--- src/rtl/glitch_sweep_ctrl.sv ---
// Glitch sweep sequencer: steps the trigger delay over a programmed range, arms the
// trigger/success detectors per attempt and records the first delay that produced a success.
module glitch_sweep_ctrl #(
  parameter int unsigned TRIG_TIMEOUT  = 32'd48000000,
  parameter int unsigned RESULT_WINDOW = 32'd4800,
  parameter int unsigned GAP_CYCLES    = 32'd4,
  parameter bit          STOP_ON_HIT   = 1'b1
) (
  input  logic        clk,
  input  logic        rst,
  input  logic        start,
  input  logic        abort,
  input  logic [31:0] delay_first,
  input  logic [31:0] delay_last,
  input  logic [31:0] delay_step,
  input  logic        trigger,
  input  logic        success,
  output logic [31:0] delay_cycles,
  output logic        set_delay,
  output logic        trigger_arm,
  output logic        success_arm,
  output logic        busy,
  output logic        done,
  output logic        hit,
  output logic [31:0] hit_delay,
  output logic [15:0] attempts,
  output logic [15:0] timeouts
);

  typedef enum logic [2:0] {
    S_IDLE        = 3'd0,
    S_LOAD        = 3'd1,
    S_WAIT_TRIG   = 3'd2,
    S_WAIT_RESULT = 3'd3,
    S_GAP         = 3'd4,
    S_NEXT        = 3'd5,
    S_DONE        = 3'd6
  } state_t;

  localparam logic [31:0] TRIG_LAST   = 32'(TRIG_TIMEOUT - 32'd1);
  localparam logic [31:0] RESULT_LAST = 32'(RESULT_WINDOW - 32'd1);
  localparam logic [31:0] GAP_LAST    = 32'(GAP_CYCLES - 32'd1);

  function automatic logic [15:0] sat_inc16(input logic [15:0] v);
    return (v == 16'hFFFF) ? v : v + 16'd1;
  endfunction

  state_t      state_q, state_d;
  logic [31:0] cnt_q, cnt_d;
  logic [31:0] cur_q, cur_d;
  logic [31:0] last_q, last_d;
  logic [31:0] step_q, step_d;
  logic        hit_q, hit_d;
  logic [31:0] hit_delay_q, hit_delay_d;
  logic [15:0] attempts_q, attempts_d;
  logic [15:0] timeouts_q, timeouts_d;
  logic        set_delay_q, trigger_arm_q, success_arm_q, busy_q, done_q;
  logic [32:0] sum_s;
  logic        abort_s;

  // DONE is excluded so a held abort cannot keep re-entering DONE
  assign abort_s = abort && (state_q != S_IDLE) && (state_q != S_DONE);

  // Next-state and datapath update
  always_comb begin
    state_d     = state_q;
    cnt_d       = cnt_q;
    cur_d       = cur_q;
    last_d      = last_q;
    step_d      = step_q;
    hit_d       = hit_q;
    hit_delay_d = hit_delay_q;
    attempts_d  = attempts_q;
    timeouts_d  = timeouts_q;
    sum_s       = {1'b0, cur_q} + {1'b0, step_q};
    if (abort_s) begin
      state_d = S_DONE;
    end else begin
      case (state_q)
        S_IDLE: begin
          if (start) begin
            cur_d       = delay_first;
            last_d      = delay_last;
            step_d      = (delay_step == 32'd0) ? 32'd1 : delay_step;
            hit_d       = 1'b0;
            hit_delay_d = 32'd0;
            attempts_d  = 16'd0;
            timeouts_d  = 16'd0;
            state_d     = (delay_first > delay_last) ? S_DONE : S_LOAD;
          end else begin
            state_d = S_IDLE;
          end
        end
        S_LOAD: begin
          cnt_d   = 32'd0;
          state_d = S_WAIT_TRIG;
        end
        S_WAIT_TRIG: begin
          // a success coincident with the trigger would be lost once WAIT_RESULT re-arms
          if (trigger && success) begin
            hit_d       = 1'b1;
            hit_delay_d = hit_q ? hit_delay_q : cur_q;
            cnt_d       = 32'd0;
            if (STOP_ON_HIT) begin
              attempts_d = sat_inc16(attempts_q);
              state_d    = S_DONE;
            end else begin
              state_d = S_GAP;
            end
          end else if (trigger) begin
            cnt_d   = 32'd0;
            state_d = S_WAIT_RESULT;
          end else if (cnt_q == TRIG_LAST) begin
            timeouts_d = sat_inc16(timeouts_q);
            cnt_d      = 32'd0;
            state_d    = S_GAP;
          end else begin
            cnt_d = cnt_q + 32'd1;
          end
        end
        S_WAIT_RESULT: begin
          if (success) begin
            hit_d       = 1'b1;
            hit_delay_d = hit_q ? hit_delay_q : cur_q;
            cnt_d       = 32'd0;
            if (STOP_ON_HIT) begin
              attempts_d = sat_inc16(attempts_q);
              state_d    = S_DONE;
            end else begin
              state_d = S_GAP;
            end
          end else if (cnt_q == RESULT_LAST) begin
            cnt_d   = 32'd0;
            state_d = S_GAP;
          end else begin
            cnt_d = cnt_q + 32'd1;
          end
        end
        S_GAP: begin
          if (cnt_q == GAP_LAST) begin
            attempts_d = sat_inc16(attempts_q);
            state_d    = S_NEXT;
          end else begin
            cnt_d = cnt_q + 32'd1;
          end
        end
        S_NEXT: begin
          // 33-bit sum so a carry out of the top counts as past the end
          if (sum_s > {1'b0, last_q}) begin
            state_d = S_DONE;
          end else begin
            cur_d   = sum_s[31:0];
            state_d = S_LOAD;
          end
        end
        S_DONE: begin
          state_d = S_IDLE;
        end
        default: begin
          state_d = S_IDLE;
        end
      endcase
    end
  end

  // State, datapath and registered outputs decoded from the next state
  always_ff @(posedge clk or posedge rst) begin
    if (rst) begin
      state_q       <= S_IDLE;
      cnt_q         <= 32'd0;
      cur_q         <= 32'd0;
      last_q        <= 32'd0;
      step_q        <= 32'd0;
      hit_q         <= 1'b0;
      hit_delay_q   <= 32'd0;
      attempts_q    <= 16'd0;
      timeouts_q    <= 16'd0;
      set_delay_q   <= 1'b0;
      trigger_arm_q <= 1'b0;
      success_arm_q <= 1'b0;
      busy_q        <= 1'b0;
      done_q        <= 1'b0;
    end else begin
      state_q       <= state_d;
      cnt_q         <= cnt_d;
      cur_q         <= cur_d;
      last_q        <= last_d;
      step_q        <= step_d;
      hit_q         <= hit_d;
      hit_delay_q   <= hit_delay_d;
      attempts_q    <= attempts_d;
      timeouts_q    <= timeouts_d;
      set_delay_q   <= (state_d == S_LOAD);
      trigger_arm_q <= (state_d == S_WAIT_TRIG);
      success_arm_q <= (state_d == S_WAIT_TRIG) || (state_d == S_WAIT_RESULT);
      busy_q        <= (state_d != S_IDLE);
      done_q        <= (state_d == S_DONE);
    end
  end

  assign delay_cycles = cur_q;
  assign set_delay    = set_delay_q;
  assign trigger_arm  = trigger_arm_q;
  assign success_arm  = success_arm_q;
  assign busy         = busy_q;
  assign done         = done_q;
  assign hit          = hit_q;
  assign hit_delay    = hit_delay_q;
  assign attempts     = attempts_q;
  assign timeouts     = timeouts_q;

endmodule

--- config.mk ---
export PLATFORM = sky130hd
export DESIGN_NAME = glitch_sweep_ctrl
export DESIGN_NICKNAME = d
export VERILOG_FILES = /design/src/rtl/glitch_sweep_ctrl.sv
export SDC_FILE = /design/constraint.sdc
export NUM_CORES = 1
export LEC_CHECK = 0
export CORE_MARGIN = 4
export CORE_UTILIZATION = 50
export DETAILED_ROUTE_END_ITERATION = 8
export PLACE_DENSITY = 0.75
export RECOVER_POWER = 100
export SYNTH_ARGS = -nofsm -noshare
export SYNTH_HDL_FRONTEND = slang
export SYNTH_SLANG_ARGS = --single-unit
--- constraint.sdc ---
create_clock -name clk -period 8.95 [get_ports clk]
set_clock_uncertainty 0.05 [all_clocks]
set_input_delay 1.79 -clock clk [delete_from_list [all_inputs] [get_ports clk]]
set_output_delay 1.79 -clock clk [all_outputs]
set_load 0.03 [all_outputs]
==> results of run 1 <==
[synthesized netlist by cell type (3+ instances only)]
master,n
nand2_1,230
dfrtp_1,201
o21ai_0,126
nor2_1,101
ha_1,99
inv_1,99
nand3_1,52
a21oi_1,49
clkbuf_1,41
a22o_1,33
nor3_1,32
xnor2_1,31
nand4_1,30
mux2_2,29
mux2i_1,21
nor4_1,21
and3_1,20
a21o_1,18
o211ai_1,16
xor2_1,16
a211oi_1,14
o31ai_1,13
a31oi_1,10
nor2b_1,10
and2_1,9
or3_1,9
o21a_1,8
buf_2,6
and4_1,5
clkbuf_8,5
nand2b_1,5
or2_2,5
buf_4,4
a2111oi_0,3
a211o_1,3
nand3b_1,3
o2111ai_1,3
[state kept, by name (all words and copies together) (netlist names)]
signal	flops
attempts	16
busy	1
cnt_q	32
delay_cycles	32
done	1
hit	1
hit_delay	32
last_q	32
set_delay	1
state_q	3
step_q	32
success_arm	1
timeouts	16
trigger_arm	1
[kinds of logic after synthesis]
family	share of synthesized area, %
flip-flops	39.57
XOR/XNOR	3.238
AO/OA/AOI/OAI	17.12
AND/OR/NAND/NOR	20.60
multiplexers	4.223
buffers and inverters	5.345
adder cells (fa/ha/maj)	9.903
[through the flow]
| step | std cells | utilization (%) | power, W |
|---|---|---|---|
| finish | 1965 | 62.41 | 0.006407 |
| global route | 1965 | 62.41 | 0.006910 |
| CTS | 1964 | 62.64 | 0.006461 |
| global placement | 1923 | 59.55 | 0.005410 |
| detailed placement | 1923 | 59.55 | 0.005464 |
| floorplan | 1440 | - | 0.004277 |
[report_power, final]
part           internal [W]  switching [W]  total (W)
Sequential          0.00123       0.000248    0.00148
Combinational       0.00156        0.00240    0.00396
Clock              0.000591       0.000380   0.000971
Total               0.00338        0.00303    0.00641
[final timing paths]
check | from | to | cells past startpoint
hold reg to reg | step_q[0] | step_q[0] | 2
min in group asynchronous | rst | cnt_q[26] | 2
hold / removal | step_q[0] | step_q[0] | 2
max in group asynchronous | rst | last_q[29] | 3
setup / recovery | start | last_q[29] | 6
setup reg to reg | delay_cycles[13] | delay_cycles[1] | 18
[layer usage]
layer | vias to the layer above | GRT usage (%) | routed length [um] | part of all wire, %
met5 | - | 0 | 0 | 0
met4 | 0 | 8.927 | 1546 | 4.2
met3 | 94 | 4.108 | 2301 | 6.2
met2 | 409 | 43.45 | 17940 | 48
met1 | 5507 | 33.44 | 15420 | 41
li1 | 5492 | - | - | -
[tightest hold or removal path: stages, from the launching register on]
cell and delay [ns]:
dfrtp_1 0.34, nand2_1 0.05, nand2_1 0.05
[cell type report]
cell class	instances	share of cell area [%]
multi-input combinational	1080	44.55
sequential	201	32.10
timing repair buffer	213	13.33
clock buffer	31	4.120
tap	330	2.635
inverter	99	2.419
clock inverter	10	0.8304
antenna	1	0.01597
==> metrics.md, run 1 <==
| Metric | Value |
|---|---|
| Worst hold slack | `0.4281 ns` |
| Area grow syn2layout | `23.28%` |
| CTS tree | `built` |
| Drt total wl | `37220 um` |
| WL/cell | `18.94 um` |
| Critical Path, Cell by Cell | `dlygate4sd3_1, nor3_1, nor4_1, clkbuf_1, buf_4, o21ai_0` |
| PD cells | `408.8 nW/um2` |
| Std-Cell Rows | `58` |
| Clk pin slew, worst setup/hold paths | `0.06 ns` |
| Die Wd | `167.4 um` |
| Most common cell after layout, fill and taps aside | `nand2_1` |
| Failing checks | `capacitance limit, slew limit` |
| Root buf cell | `clkbuf_16` |
| Max-Cap Viols | `5` |
| Status | `finished, violations left` |
| Min cycle time layout | `6.788 ns` |
| First-pass GRT wire length | `59280 um` |
| CP arrival | `7.10 ns` |
| Critical path's slowest cell | `clkbuf_1` |
| Syn_nets | `1642` |
| CP Capture Type | `flop` |
| Total Nets Final | `1820` |
| Reg-to-reg slack, setup | `2.27 ns` |
| CP max FO | `77` |
| Slew HR | `-134.9%` |
| Achievable frequency | `147.3 MHz` |
| Async set-reset flop share out of synthesis | `100.0%` |
| Post-synth EDFFs | `0` |
| Mapped cell area | `12710 um2` |
| Die ar. | `28040 um2` |
| Clock buffer depth | `3` |
| GP Congestion | `0.9293` |
| Final setup fails | `0` |
| Design area | `15670 um2` |
| # fillers | `2159` |
| Yosys warns | `0` |
| I/O pin count | `204` |
| Gate Count Post-Synth | `1440` |
| Worst Slack Setup Final | `2.162 ns` |
| IR Drop Worst-Case VDD | `199.6 uV` |
| Number of global-route vias before repair | `11236` |
| Total gr overflow | `0` |
| CP bufs+invs | `3` |
| Post-CTS Resized | `0` |
| LEAKAGE | `7.274 nW` |
| Number of nets still failing antenna checks after routing | `0` |
| #FFs+latches synth | `201` |
| Sequential cell area | `5030 um2` |
| Seq/Total Area, Yosys | `39.57%` |
| Largest cells by area after synthesis | `dfrtp_1 (40%), ha_1 (9.7%), nand2_1 (6.8%)` |
| Post-synthesis area per instance | `8.827 um2` |
| Setup TNS | `0 ns` |
| CTS sink count | `201` |
| Starting Density | `50.62%` |
| Yosys cell types | `83` |
| Worst-skew pair later-pin latency | `0.52 ns` |
| Core area | `25110 um2` |
| Largest net degree at the start of global routing | `137` |
| Max-slew violations | `191` |
| Yosys top cell area share | `39.57%` |
| Hold Path Class | `reg -> reg` |
| RSZ-0062 raised after global routing | `no` |
| Drt first pass iters | `5` |
| Drt via density | `5.853` |
| Routed vias | `11502` |
| Final hold violations | `0` |
| Primary FF master, synth | `dfrtp_1` |
| Crit path required time | `9.26 ns` |
| Slowest stage delay, CP | `2.29 ns` |
| Post-CTS Setup Bufs | `0` |
| DIE HEIGHT | `167.4 um` |
| Most frequent cells in the layout | `nand2_1 (230), dfrtp_1 (201), o21ai_0 (126), dlygate4sd3_1 (105), nor2_1 (101)` |
| Startpoint Class | `input port` |
| Initial antenna violation count | `1` |
| Total CTS buffers | `23` |
| Area leader, netlist | `dfrtp_1` |
| DRC errors left | `0` |
| Multi-input logic area | `6982 um2` |
| Final period util | `75.84%` |
| Worst slack, placed | `3.324 ns` |
| Dpl cell area | `14950 um2` |
| Post-CTS Hold Buffers | `0` |
| Buffers on Ports | `203` |
| Hpwl dp | `27630 um` |
| Critical path type | `in -> reg` |
| H-tree depth | `1` |
| Worst-Margin Slew | `3.524 ns` |
| Gr usage total | `25.61%` |
| CP delay by family, top | `buffers and inverters` |
| Layout cells sized above 1 | `5.569%` |
| Initial DRC count | `794` |
No activity file was read; power rests on OpenSTA's default activity.
==> inputs of run 2 (changes only) <==
--- a/config.mk
+++ b/config.mk
@@ -8,7 +8,7 @@
 export CORE_MARGIN = 4
 export CORE_UTILIZATION = 50
 export DETAILED_ROUTE_END_ITERATION = 8
-export PLACE_DENSITY = 0.75
+export PLACE_DENSITY = 0.78
 export RECOVER_POWER = 100
 export SYNTH_ARGS = -nofsm -noshare
 export SYNTH_HDL_FRONTEND = slang
==> constraint.sdc (replaced) <==
create_clock -name clk -period 5.8 [get_ports clk]
set_clock_uncertainty 0.05 [all_clocks]
set_input_delay 1.16 -clock clk [delete_from_list [all_inputs] [get_ports clk]]
set_output_delay 1.16 -clock clk [all_outputs]
set_load 0.03 [all_outputs]
==> metrics.md, run 2 (same netlist as run 1, synthesis figures left out) <==
| Metric | Value |
|---|---|
| Initial antenna violation count | `2` |
| Final setup fails | `0` |
| Clock buffer depth | `3` |
| R2R cell count | `21` |
| Sw Ratio | `47.49%` |
| Number of nets still failing antenna checks after routing | `0` |
| Slew HR | `-144.9%` |
| IR Drop Worst-Case VDD | `307.5 uV` |
| LEAKAGE | `7.300 nW` |
| Slowest stage delay, CP | `0.53 ns` |
| Hpwl dp | `27190 um` |
| CP max FO | `12` |
| Most common cell after layout, fill and taps aside | `nand2_1` |
| Comb power frac | `62.1%` |
| P_sw | `0.004686 W` |
| H-tree depth | `1` |
| Die ar. | `28040 um2` |
| CP arrival | `5.65 ns` |
| Failing checks | `capacitance limit, slew limit` |
| Buffers on Ports | `203` |
| Gr usage total | `25.73%` |
| Final Util | `62.55%` |
| Total gr overflow | `0` |
| Drt via density | `5.882` |
| Most frequent cells in the layout | `nand2_1 (230), dfrtp_1 (201), o21ai_0 (126), dlygate4sd3_1 (104), nor2_1 (101)` |
| Core area | `25110 um2` |
| Startpoint Class | `flop` |
| Drt total wl | `37150 um` |
| Area grow syn2layout | `23.56%` |
| Post-CTS Resized | `0` |
| Layout cells sized above 1 | `6.155%` |
| Max-slew violations | `341` |
| Min cycle time layout | `5.304 ns` |
| Die Wd | `167.4 um` |
| Hold Path Class | `reg -> reg` |
| PD cells | `628.4 nW/um2` |
| RSZ-0062 raised after global routing | `no` |
| I/O pin count | `204` |
| Routed vias | `11600` |
| Final hold violations | `0` |
| Clock power frac | `14.9%` |
| Finished Layout Cells | `1972` |
| Crit path required time | `6.15 ns` |
| GP Congestion | `0.9267` |
| Status | `finished, violations left` |
| First-pass GRT wire length | `60200 um` |
| Clk pin slew, worst setup/hold paths | `0.06 ns` |
| Worst-skew pair later-pin latency | `0.52 ns` |
| DRC errors left | `0` |
| Total CTS buffers | `23` |
| Reg power frac | `23.0%` |
| Placed Cells | `1927` |
| Critical Path, Cell by Cell | `ha_1, fa_1, a21oi_1, o211ai_1, and3_1, o41ai_1, clkbuf_1, a211oi_1, nor2_1, xnor2_1, ha_1, and4_1, nand2_1, a2111oi_0, buf_4, nor3_1, o211ai_1, a22o_1, o21ai_4, buf_4, mux2_2` |
| Pint | `0.005182 W` |
| WL/cell | `18.84 um` |
| Number of global-route vias before repair | `11639` |
| Critical path's slowest cell | `a2111oi_0` |
| CTS tree | `built` |
| Starting Density | `50.62%` |
| Hold Path Stages | `2` |
| Max-Cap Viols | `4` |
| Worst hold slack | `0.4296 ns` |
| Initial DRC count | `805` |
| Setup TNS | `0 ns` |
| Critical path type | `reg -> reg` |
| CP Capture Type | `flop` |
| Final period util | `91.46%` |
| Root buf cell | `clkbuf_16` |
| Achievable frequency | `188.5 MHz` |
| CTS sink count | `201` |
| DIE HEIGHT | `167.4 um` |
| Drt first pass iters | `6` |
| Worst-Margin Slew | `3.673 ns` |
| Std-Cell Rows | `58` |
| Total Nets Final | `1827` |
| Largest net degree at the start of global routing | `147` |
[run 2: final timing paths]
kind | endpoint | slack (ns) | start
max | delay_cycles[20] | 0.50 | delay_cycles[0]
min | last_q[0] | 0.43 | last_q[0]
max reg2reg | delay_cycles[20] | 0.50 | delay_cycles[0]
min reg2reg | last_q[0] | 0.43 | last_q[0]
max in group asynchronous | delay_cycles[12] | 1.02 | rst
min in group asynchronous | hit_delay[23] | 2.24 | rst
[run 2: worst max-delay path: cells and delay by family (launching register included)]
| family | cells | cell delay (ns) |
|---|---|---|
| AOI/OAI and AO/OA | 8 | 1.85 |
| xor gates and xnor gates | 1 | 0.08 |
| adders and majority gates | 3 | 0.97 |
| buffers and inverters | 3 | 0.70 |
| DFF | 1 | 0.41 |
| muxes | 1 | 0.28 |
| and+or+nand+nor | 5 | 0.82 |
[run 2: power by group through the flow]
| stage | Combinational (W) | Clock [W] | Sequential (W) |
|---|---|---|---|
| global route | 0.00677 | 0.00155 | 0.00233 |
| global placement | 0.00598 | 0 | 0.00228 |
| finish | 0.00613 | 0.00147 | 0.00227 |
| CTS | 0.00617 | 0.00150 | 0.00228 |
| floorplan | 0.00394 | 0 | 0.00266 |
| detailed placement | 0.00612 | 0 | 0.00230 |
[run 2: timing repair]
item                                    CTS  global route
buffers inserted                          0             3
endpoints found under the setup margin    0            13
hold buffers                              0             0
[run 2: final cells by class]
| type | count | area [um2] |
|---|---|---|
| inverters | 99 | 375.4 |
| flip-flops and latches | 201 | 5030 |
| diodes | 1 | 2.502 |
| clock inverters | 16 | 170.2 |
| multi-input cells | 1080 | 6982 |
| repair buffers | 220 | 2150 |
| fillers | 2163 | 9404 |
| well taps | 330 | 412.9 |
| clock buffers | 25 | 583.1 |
[run 2: stage by stage]
stage	power (W)	worst slack (ns)	area (um2)
finish	0.009868	0.4955	15710
global route	0.01065	0.1885	15700
CTS	0.009946	0.2907	15770
detailed placement	0.008420	0.3375	15020
global placement	0.008266	0.5072	15020
floorplan	0.006600	0.9784	12710
[run 2: per-layer routing]
metal	part of all wire [%]	global-route usage, %	wire (um)
met5	0.035	0	13
met1	42	33.46	15600
met2	48	42.97	17710
met3	6.1	4.651	2259
met4	4.2	9.880	1573
